## src/rtl/hazard_ctrl.sv

```systemverilog
// hazard_ctrl: pipeline sequencer for the 5-stage core (IF ID EX MEM WB).
// Decodes the instruction in ID against a small scoreboard of the EX and MEM destinations.
// From that it produces:
//   - ALU operand forward selects, registered so they arrive with the instruction in EX
//   - load-use and branch stalls
//   - an IF/ID flush on a taken branch
//   - the HLT drain / halt sequence
//
// Ports
//   clk           core clock, rising edge
//   rst_n         synchronous reset, active low
//   instr_id      instruction in ID: op=[15:12] rd=[11:8] rs=[7:4] rt=[3:0]
//   id_valid      instr_id is a real instruction (0 = bubble)
//   branch_taken  B/BR in ID resolved taken
//   ForwardA/B    EX operand select: [1]=EX/MEM alu_out, [0]=MEM/WB WriteData, others 0
//   stall         hold PC and IF/ID, bubble into ID/EX (combinational)
//   flush         squash IF/ID (combinational)
//   halted        HLT has retired; sticky until reset
module hazard_ctrl #(
    parameter int unsigned DRAIN_CYCLES = 3,
    parameter int unsigned FWD_W        = 3
) (
    input  logic             clk,
    input  logic             rst_n,
    input  logic [15:0]      instr_id,
    input  logic             id_valid,
    input  logic             branch_taken,
    output logic [FWD_W-1:0] ForwardA,
    output logic [FWD_W-1:0] ForwardB,
    output logic             stall,
    output logic             flush,
    output logic             halted
);

    localparam int unsigned CntW = (DRAIN_CYCLES > 1) ? $clog2(DRAIN_CYCLES) : 1;
    localparam logic [CntW-1:0] CntInit = CntW'(DRAIN_CYCLES - 1);

    typedef enum logic [1:0] {StRun, StDrain, StHalted} state_e;

    state_e          state_q, state_d;
    logic [CntW-1:0] cnt_q, cnt_d;

    // Scoreboard of destinations in EX and MEM
    logic [3:0] ex_rd_q, mem_rd_q;
    logic       ex_wr_q, ex_ld_q, ex_fl_q;
    logic       mem_wr_q, mem_ld_q;

    logic [FWD_W-1:0] fwd_a_q, fwd_b_q, fwd_a_d, fwd_b_d;

    logic [3:0] op, rd, rs, rt;
    logic [3:0] src_a, src_b;
    logic       is_writer, is_flag, is_load, is_branch, is_br, is_hlt;
    logic       a_ex, b_ex, a_mem, b_mem;
    logic       load_use, br_stall, hazard_stall;

    assign op = instr_id[15:12];
    assign rd = instr_id[11:8];
    assign rs = instr_id[7:4];
    assign rt = instr_id[3:0];

    function automatic logic hit(input logic wr, input logic [3:0] sb_rd, input logic [3:0] src);
        return wr && (sb_rd == src) && (src != 4'd0);
    endfunction

    // Instruction decode; an unused source is forced to R0 so it can never match.
    always_comb begin
        is_writer = (op <= 4'b0111) || (op inside {4'b1000, 4'b1010, 4'b1011, 4'b1110});
        is_flag   = op inside {4'b0000, 4'b0001, 4'b0011, 4'b0100, 4'b0101, 4'b0110};
        is_load   = (op == 4'b1000);
        is_branch = (op == 4'b1100) || (op == 4'b1101);
        is_br     = (op == 4'b1101);
        is_hlt    = (op == 4'b1111);
        src_a     = 4'd0;
        src_b     = 4'd0;
        if (id_valid) begin
            if ((op <= 4'b1001) || (op == 4'b1101)) begin
                src_a = rs;
            end else if ((op == 4'b1010) || (op == 4'b1011)) begin
                src_a = rd;
            end
            if ((op <= 4'b0011) || (op == 4'b0111)) begin
                src_b = rt;
            end
        end
    end

    assign a_ex  = hit(ex_wr_q, ex_rd_q, src_a);
    assign b_ex  = hit(ex_wr_q, ex_rd_q, src_b);
    assign a_mem = hit(mem_wr_q, mem_rd_q, src_a);
    assign b_mem = hit(mem_wr_q, mem_rd_q, src_b);

    assign load_use = (a_ex || b_ex) && ex_ld_q;
    // Branches resolve in ID: wait for flags, and BR also waits for its register value.
    assign br_stall = id_valid && is_branch &&
                      (ex_fl_q || (is_br && (a_ex || (a_mem && mem_ld_q))));
    assign hazard_stall = load_use || br_stall;

    assign stall  = (state_q != StRun) || hazard_stall;
    assign flush  = id_valid && branch_taken && !stall && (state_q == StRun);
    assign halted = (state_q == StHalted);

    // EX match wins over MEM match
    always_comb begin
        fwd_a_d = '0;
        fwd_b_d = '0;
        if (a_ex && !ex_ld_q) begin
            fwd_a_d[1] = 1'b1;
        end else if (a_mem) begin
            fwd_a_d[0] = 1'b1;
        end
        if (b_ex && !ex_ld_q) begin
            fwd_b_d[1] = 1'b1;
        end else if (b_mem) begin
            fwd_b_d[0] = 1'b1;
        end
    end

    always_comb begin
        state_d = state_q;
        cnt_d   = cnt_q;
        unique case (state_q)
            StRun: begin
                if (id_valid && is_hlt && !hazard_stall) begin
                    state_d = StDrain;
                    cnt_d   = CntInit;
                end
            end
            StDrain: begin
                if (cnt_q == '0) begin
                    state_d = StHalted;
                end else begin
                    cnt_d = cnt_q - 1'b1;
                end
            end
            StHalted: begin
                state_d = StHalted;
            end
            default: begin
                state_d = StRun;
            end
        endcase
    end

    always_ff @(posedge clk) begin
        if (!rst_n) begin
            state_q  <= StRun;
            cnt_q    <= '0;
            ex_rd_q  <= 4'd0;
            ex_wr_q  <= 1'b0;
            ex_ld_q  <= 1'b0;
            ex_fl_q  <= 1'b0;
            mem_rd_q <= 4'd0;
            mem_wr_q <= 1'b0;
            mem_ld_q <= 1'b0;
            fwd_a_q  <= '0;
            fwd_b_q  <= '0;
        end else begin
            state_q <= state_d;
            cnt_q   <= cnt_d;
            // A stalled, squashed or absent instruction enters EX as a bubble
            if (stall || !id_valid || flush) begin
                ex_rd_q <= 4'd0;
                ex_wr_q <= 1'b0;
                ex_ld_q <= 1'b0;
                ex_fl_q <= 1'b0;
            end else begin
                ex_rd_q <= rd;
                ex_wr_q <= is_writer && (rd != 4'd0);
                ex_ld_q <= is_load;
                ex_fl_q <= is_flag;
            end
            mem_rd_q <= ex_rd_q;
            mem_wr_q <= ex_wr_q;
            mem_ld_q <= ex_ld_q;
            fwd_a_q  <= stall ? '0 : fwd_a_d;
            fwd_b_q  <= stall ? '0 : fwd_b_d;
        end
    end

    assign ForwardA = fwd_a_q;
    assign ForwardB = fwd_b_q;

endmodule
```

## config.mk

```make
export PLATFORM = sky130hd
export DESIGN_NAME = hazard_ctrl
export DESIGN_NICKNAME = d
export VERILOG_FILES = /design/src/rtl/hazard_ctrl.sv
export SDC_FILE = /design/constraint.sdc
export NUM_CORES = 1
export LEC_CHECK = 0
export ABC_CLOCK_PERIOD_IN_PS = 3300
export BUFFER_PORTS_ARGS = -buffer_cell sky130_fd_sc_hd__clkbuf_2
export CORE_MARGIN = 1.5
export CORE_UTILIZATION = 33
export CTS_CLUSTER_DIAMETER = 50
export DETAILED_ROUTE_END_ITERATION = 8
export PLACE_DENSITY = 0.64
export SYNTH_ARGS = -nofsm -noshare
export SYNTH_HDL_FRONTEND = slang
export SYNTH_SLANG_ARGS = --single-unit
```

## constraint.sdc

```tcl
create_clock -name clk -period 3.3 [get_ports clk]
set_input_delay 0.495 -clock clk [delete_from_list [all_inputs] [get_ports clk]]
set_output_delay 0.495 -clock clk [all_outputs]
set_load 0.01 [all_outputs]
```

==> impl_metrics.ini, run 1 <==
[place]
post-dp-hpwl_um = 3040
port_buffers = 26
dp.cells = 256
gp_congestion = 0.852

[routing]
routed_wl_um = 3800
drcViolationCount = 3
via_per_inst = 5.50
first_pass_iters = 6
ant_nets = 0
initialDrtViolationCount = 91
wire_per_inst_um = 14.6
dr_total_vias = 1430

[min_path]
min_to = ForwardB[0]$_SDFF_PP0_
hold_class = flip-flop to flip-flop
hold_depth = 2
timing.hold.worst.start = mem_wr_q$_SDFF_PN0_

[finish]
layoutNonFillerInstCount = 260
post-route-util = 0.391
diodes = 0
nNetsFinal = 234
fillers = 473
drive_above_1_share = 0.197
mostFrequentLayoutCells = 26 x clkbuf_2, 21 x dfxtp_1, 12 x inv_1
syn_to_final_growth_pct = 12.5
multi_input_area_um2 = 1020
final_common_cell = clkbuf_2
register_area_um2 = 420

[synthesis]
yosysUniqueCellTypes = 60
seq_area_frac_synth = 0.272
synth.area.top_cells = dfxtp_1 27%, ha_1 4.0%, nor3_1 3.6%
yosysWarnings = 0
ys.flop_type = dfxtp_1
syn-cell-area_um2 = 1550
ys_seq_elements = 21
avgSynthCellArea_um2 = 8.35
synth-async-reset-ratio = 0
synth_edf_count = 0
syn_inst = 185
synth_top_area_share = 0.272
synth.largest_area_cell = dfxtp_1

[setup_path]
worst-endpoint-arrival_ns = 2.59
reg2reg_slack_ns = 1.19
worst-path-max-fanout = 17
r2r-start = ex_rd_q[2]$_SDFF_PP0_
crit_path_top_delay_cell = a2111oi_0
cpPeakStageDelay_ns = 0.44
cpMostUsedCell = clkbuf_2
crit_type = input pin to output pin
startpoint_type = input pin
rr_endpoint = ex_ld_q$_SDFF_PP0_
reg2reg_depth = 6
cp.required_ns = 2.80
cp-end-kind = output pin
crit_chain = clkbuf_2 -> nand2b_1 -> nand2_1 -> a2111oi_0 -> a311oi_1 -> nor4_1 -> o31ai_1 -> and4_1 -> clkbuf_2

[power]
p_int_uw = 461
ir_drop_uv = 180
leakagePower_uw = 0.000673
switching_share = 0.349
power.switching_uw = 248
p_clk_frac = 0.236
power_density_nw_per_um2 = 408
total_power_uw = 709
power_frac_seq = 0.409
power_frac_comb = 0.355

[global_route]
gr-total-overflow = 0
grt_pass1_wl_um = 6670
grt_pass1_vias = 1370
track_usage = 0.164
antenna_found_initial = 0
grt_max_degree = 18

[clock_tree]
cts_made_buffers = 3
h-tree-depth = 1
cts_resized = 0
cts_sinks = 21
clock_latency_ns = 0.26
cts.path.max_buffers = 2
post_cts_buffers = 0
cts_tree = done
holdBufCountCts = 0
path_clk_slew_ns = 0.07
cts-root-buf = clkbuf_8

[run_status]
violations = DRC
outcome = finished, violations left

[timing]
drv_slew = 0
clock.fmax_mhz = 325
finalSetupViolCount = 0
fin_crit_sh = 0.933
rsz0062_at_grt = no
hold_viol = 0
layout_min_cycle_time_ns = 3.08
tns_ns = 0
clock-skew-final_ns = 0.00119

[floorplan]
die_h_um = 71.4
fp-row-count = 24
start_util = 0.348
coreArea_um2 = 4440
die-area_um2 = 5100
die_x_um = 71.4
io_pins = 29

[flow_run]
max_cap_violations = 0
## power by group through the flow
| stage | Clock [uW] | Combinational, uW | Sequential (uW) |
|---|---|---|---|
| finish | 167 | 252 | 290 |
| global route | 184 | 287 | 293 |
| CTS | 173 | 252 | 290 |
| detailed placement | 0 | 251 | 296 |
| global placement | 0 | 246 | 296 |
| floorplan | 0 | 188 | 291 |
## synth_stat cells, drive strengths merged (2+ instances only)
library cell / n
a211oi: 5
nor4b: 3
or4: 2
dfxtp: 21
inv: 12
o21ai: 11
nor2: 7
nor4: 5
a311oi: 2
and2: 7
nor3: 11
nand3: 5
xnor2: 4
a21oi: 7
a2111oi: 3
nand2b: 2
buf: 8
xor2: 4
nand2: 9
or3: 2
nand4: 2
o211ai: 2
nor3b: 7
clkbuf: 2
o221ai: 2
nand3b: 2
nor2b: 7
o31ai: 3
ha: 5
mux2i: 3
## final cells by class
type	instances	share of cell area
Inverter	12	0.0259
Multi-Input combinational cell	143	0.585
Clock buffer	4	0.0259
Sequential cell	21	0.242
Timing Repair Buffer	28	0.0835
Tap cell	52	0.0374
## how the worst max path moves through the flow
stage,startpoint,end,slack [ns]
3_5_place_dp,instr_id[13],flush,0.24
5_1_grt,instr_id[13],flush,0.008
4_1_cts,instr_id[13],flush,0.24
6_report,instr_id[13],flush,0.22
2_1_floorplan,instr_id[14],flush,0.58
3_3_place_gp,instr_id[13],flush,0.32
## worst max-delay path, delay by kind of cell
| family | cells | cell delay [ns] |
|---|---|---|
| AOI/OAI and AO/OA | 3 | 0.71 |
| buffers and inverters | 2 | 0.42 |
| and+or+nand+nor | 4 | 0.95 |
## per-layer routing
layer | global-route usage | vias up | part of all wire
met4 | 0.0342 | 0 | 0.011
met2 | 0.254 | 37 | 0.44
met5 | 0 | - | 0
li1 | - | 738 | -
met1 | 0.234 | 649 | 0.50
met3 | 0.0380 | 6 | 0.056
## flip-flops by register name (all words and copies together), names as in the netlist
signal,count
ForwardA,2
ForwardB,2
cnt_q,2
ex_fl_q,1
ex_ld_q,1
ex_rd_q,4
ex_wr_q,1
mem_ld_q,1
mem_rd_q,4
mem_wr_q,1
state_q,2
## per-stage QoR
stage / setup WS, ns / area, um2 / hold slack (ns)
after floorplan: 0.585 / 1550 / 0.441
after global placement: 0.317 / 1690 / 0.486
after detailed placement: 0.238 / 1690 / 0.490
after CTS: 0.240 / 1740 / 0.494
after global routing: 0.00831 / 1740 / 0.517
final: 0.220 / 1740 / 0.493
## kinds of logic after synthesis
group	after synthesis	synth area share
AND/OR/NAND/NOR	76	0.309
AO/OA/AOI/OAI	49	0.239
buffers and inverters	22	0.0721
flip-flops	21	0.272
XOR/XNOR	8	0.0453
adder cells (fa/ha/maj)	5	0.0405
multiplexers	3	0.0194
other	1	0.00243
Note: power is estimated with default switching activity, not from simulation.
==> inputs of run 2 (changes only) <==
--- a/config.mk
+++ b/config.mk
@@ -6,7 +6,7 @@
 export NUM_CORES = 1
 export LEC_CHECK = 0
 export ABC_CLOCK_PERIOD_IN_PS = 3300
-export BUFFER_PORTS_ARGS = -buffer_cell sky130_fd_sc_hd__clkbuf_2
+export BUFFER_PORTS_ARGS = -buffer_cell sky130_fd_sc_hd__buf_4
 export CORE_MARGIN = 1.5
 export CORE_UTILIZATION = 33
 export CTS_CLUSTER_DIAMETER = 50
==> impl_metrics.ini, run 2 (same netlist as run 1, synthesis figures left out) <==
[run_status]
outcome = finished, violations left
violations = DRC

[clock_tree]
cts.path.max_buffers = 2
path_clk_slew_ns = 0.07
h-tree-depth = 1
cts-root-buf = clkbuf_8
cts_tree = done
cts_resized = 0
post_cts_buffers = 0
cts_sinks = 21
clock_latency_ns = 0.25
cts_made_buffers = 3
holdBufCountCts = 0

[global_route]
track_usage = 0.159
antenna_found_initial = 0
grt_pass1_vias = 1337
grt_pass1_wl_um = 6540
gr-total-overflow = 0
grt_max_degree = 18

[power]
power_frac_comb = 0.366
switching_share = 0.337
p_clk_frac = 0.227
power.switching_uw = 241
p_int_uw = 473
total_power_uw = 714
leakagePower_uw = 0.000691
power_frac_seq = 0.407
ir_drop_uv = 191
power_density_nw_per_um2 = 396

[setup_path]
reg2reg_slack_ns = 1.17
crit_type = input pin to output pin
worst-path-max-fanout = 15
cp.required_ns = 2.80
startpoint_type = input pin
worst-endpoint-arrival_ns = 2.48
cp-end-kind = output pin

[floorplan]
io_pins = 29
coreArea_um2 = 4440
die_x_um = 71.4
die-area_um2 = 5100
die_h_um = 71.4
start_util = 0.348
fp-row-count = 24

[timing]
drv_slew = 0
layout_min_cycle_time_ns = 2.98
clock.fmax_mhz = 336
fin_crit_sh = 0.903
tns_ns = 0
finalSetupViolCount = 0
hold_viol = 0
clock-skew-final_ns = 0.00460
rsz0062_at_grt = no

[place]
port_buffers = 26
gp_congestion = 0.826
post-dp-hpwl_um = 3000

[finish]
register_area_um2 = 420
drive_above_1_share = 0.197
mostFrequentLayoutCells = 28 x buf_4, 21 x dfxtp_1, 12 x inv_1
multi_input_area_um2 = 1020
nNetsFinal = 234
syn_to_final_growth_pct = 16.7
diodes = 0
fillers = 436
largestRegisters = ex_rd_q x4, mem_rd_q x4
final_common_cell = buf_4

[routing]
via_per_inst = 5.57
drcViolationCount = 3
ant_nets = 0
first_pass_iters = 6
routed_wl_um = 3710
wire_per_inst_um = 14.3
dr_total_vias = 1448
initialDrtViolationCount = 87

[flow_run]
max_cap_violations = 0

[min_path]
hold_class = input pin to flip-flop
-- run 2: cell types whose count changed in the layout (fill, tap and decap cells not counted), sizes merged --
cell | previous run | this run
buf | 2 | 28
clkbuf | 30 | 4
-- run 2: final cells by class --
type | instances | area share
Timing Repair Buffer | 28 | 0.117
Clock buffer | 4 | 0.0250
Tap cell | 52 | 0.0361
Multi-Input combinational cell | 143 | 0.564
Inverter | 12 | 0.0250
Sequential cell | 21 | 0.233
-- run 2: power by group through the flow --
stage	sequential, uW	combinational (uW)	clock, uW
2_1_floorplan	291	188	0
3_5_place_dp	297	263	0
6_report	291	261	162
3_3_place_gp	296	260	0
4_1_cts	291	264	169
5_1_grt	295	297	184
-- run 2: critical path: stages --
cell       delay (ns)
buf_4            0.16
nor2b_1          0.16
a32o_1           0.29
a2111oi_0        0.31
a311oi_1         0.12
nor4_1           0.42
o31ai_1          0.15
and4_1           0.22
buf_4            0.14
-- run 2: per-stage QoR --
step	instance area [um2]	util	cells	worst slack, ns	hold WS [ns]
final	1800	0.406	260	0.321	0.480
after global routing	1800	0.406	260	0.104	0.480
after CTS	1800	0.406	260	0.366	0.473
after detailed placement	1760	0.396	256	0.369	0.479
after global placement	1760	0.396	256	0.389	0.476
after floorplan	1550	-	186	0.585	0.441
-- run 2: metal layers --
layer	wire length [um]	vias up	share of wire	global-route usage
met2	1730	40	0.47	0.252
met5	0	-	0	0
met1	1770	668	0.48	0.234
met3	208	2	0.056	0.0295
li1	-	738	-	-
met4	8	0	0.0022	0.0128
-- run 2: path summary, 6_finish.rpt --
check                             start  depth (start not counted)                endpoint
setup reg to reg  ex_rd_q[2]$_SDFF_PP0_                          6      ex_wr_q$_SDFF_PP0_
hold reg to reg     mem_wr_q$_SDFF_PN0_                          2  ForwardB[0]$_SDFF_PP0_
hold / removal             instr_id[12]                          2      ex_ld_q$_SDFF_PP0_
setup / recovery           instr_id[15]                          9                   flush
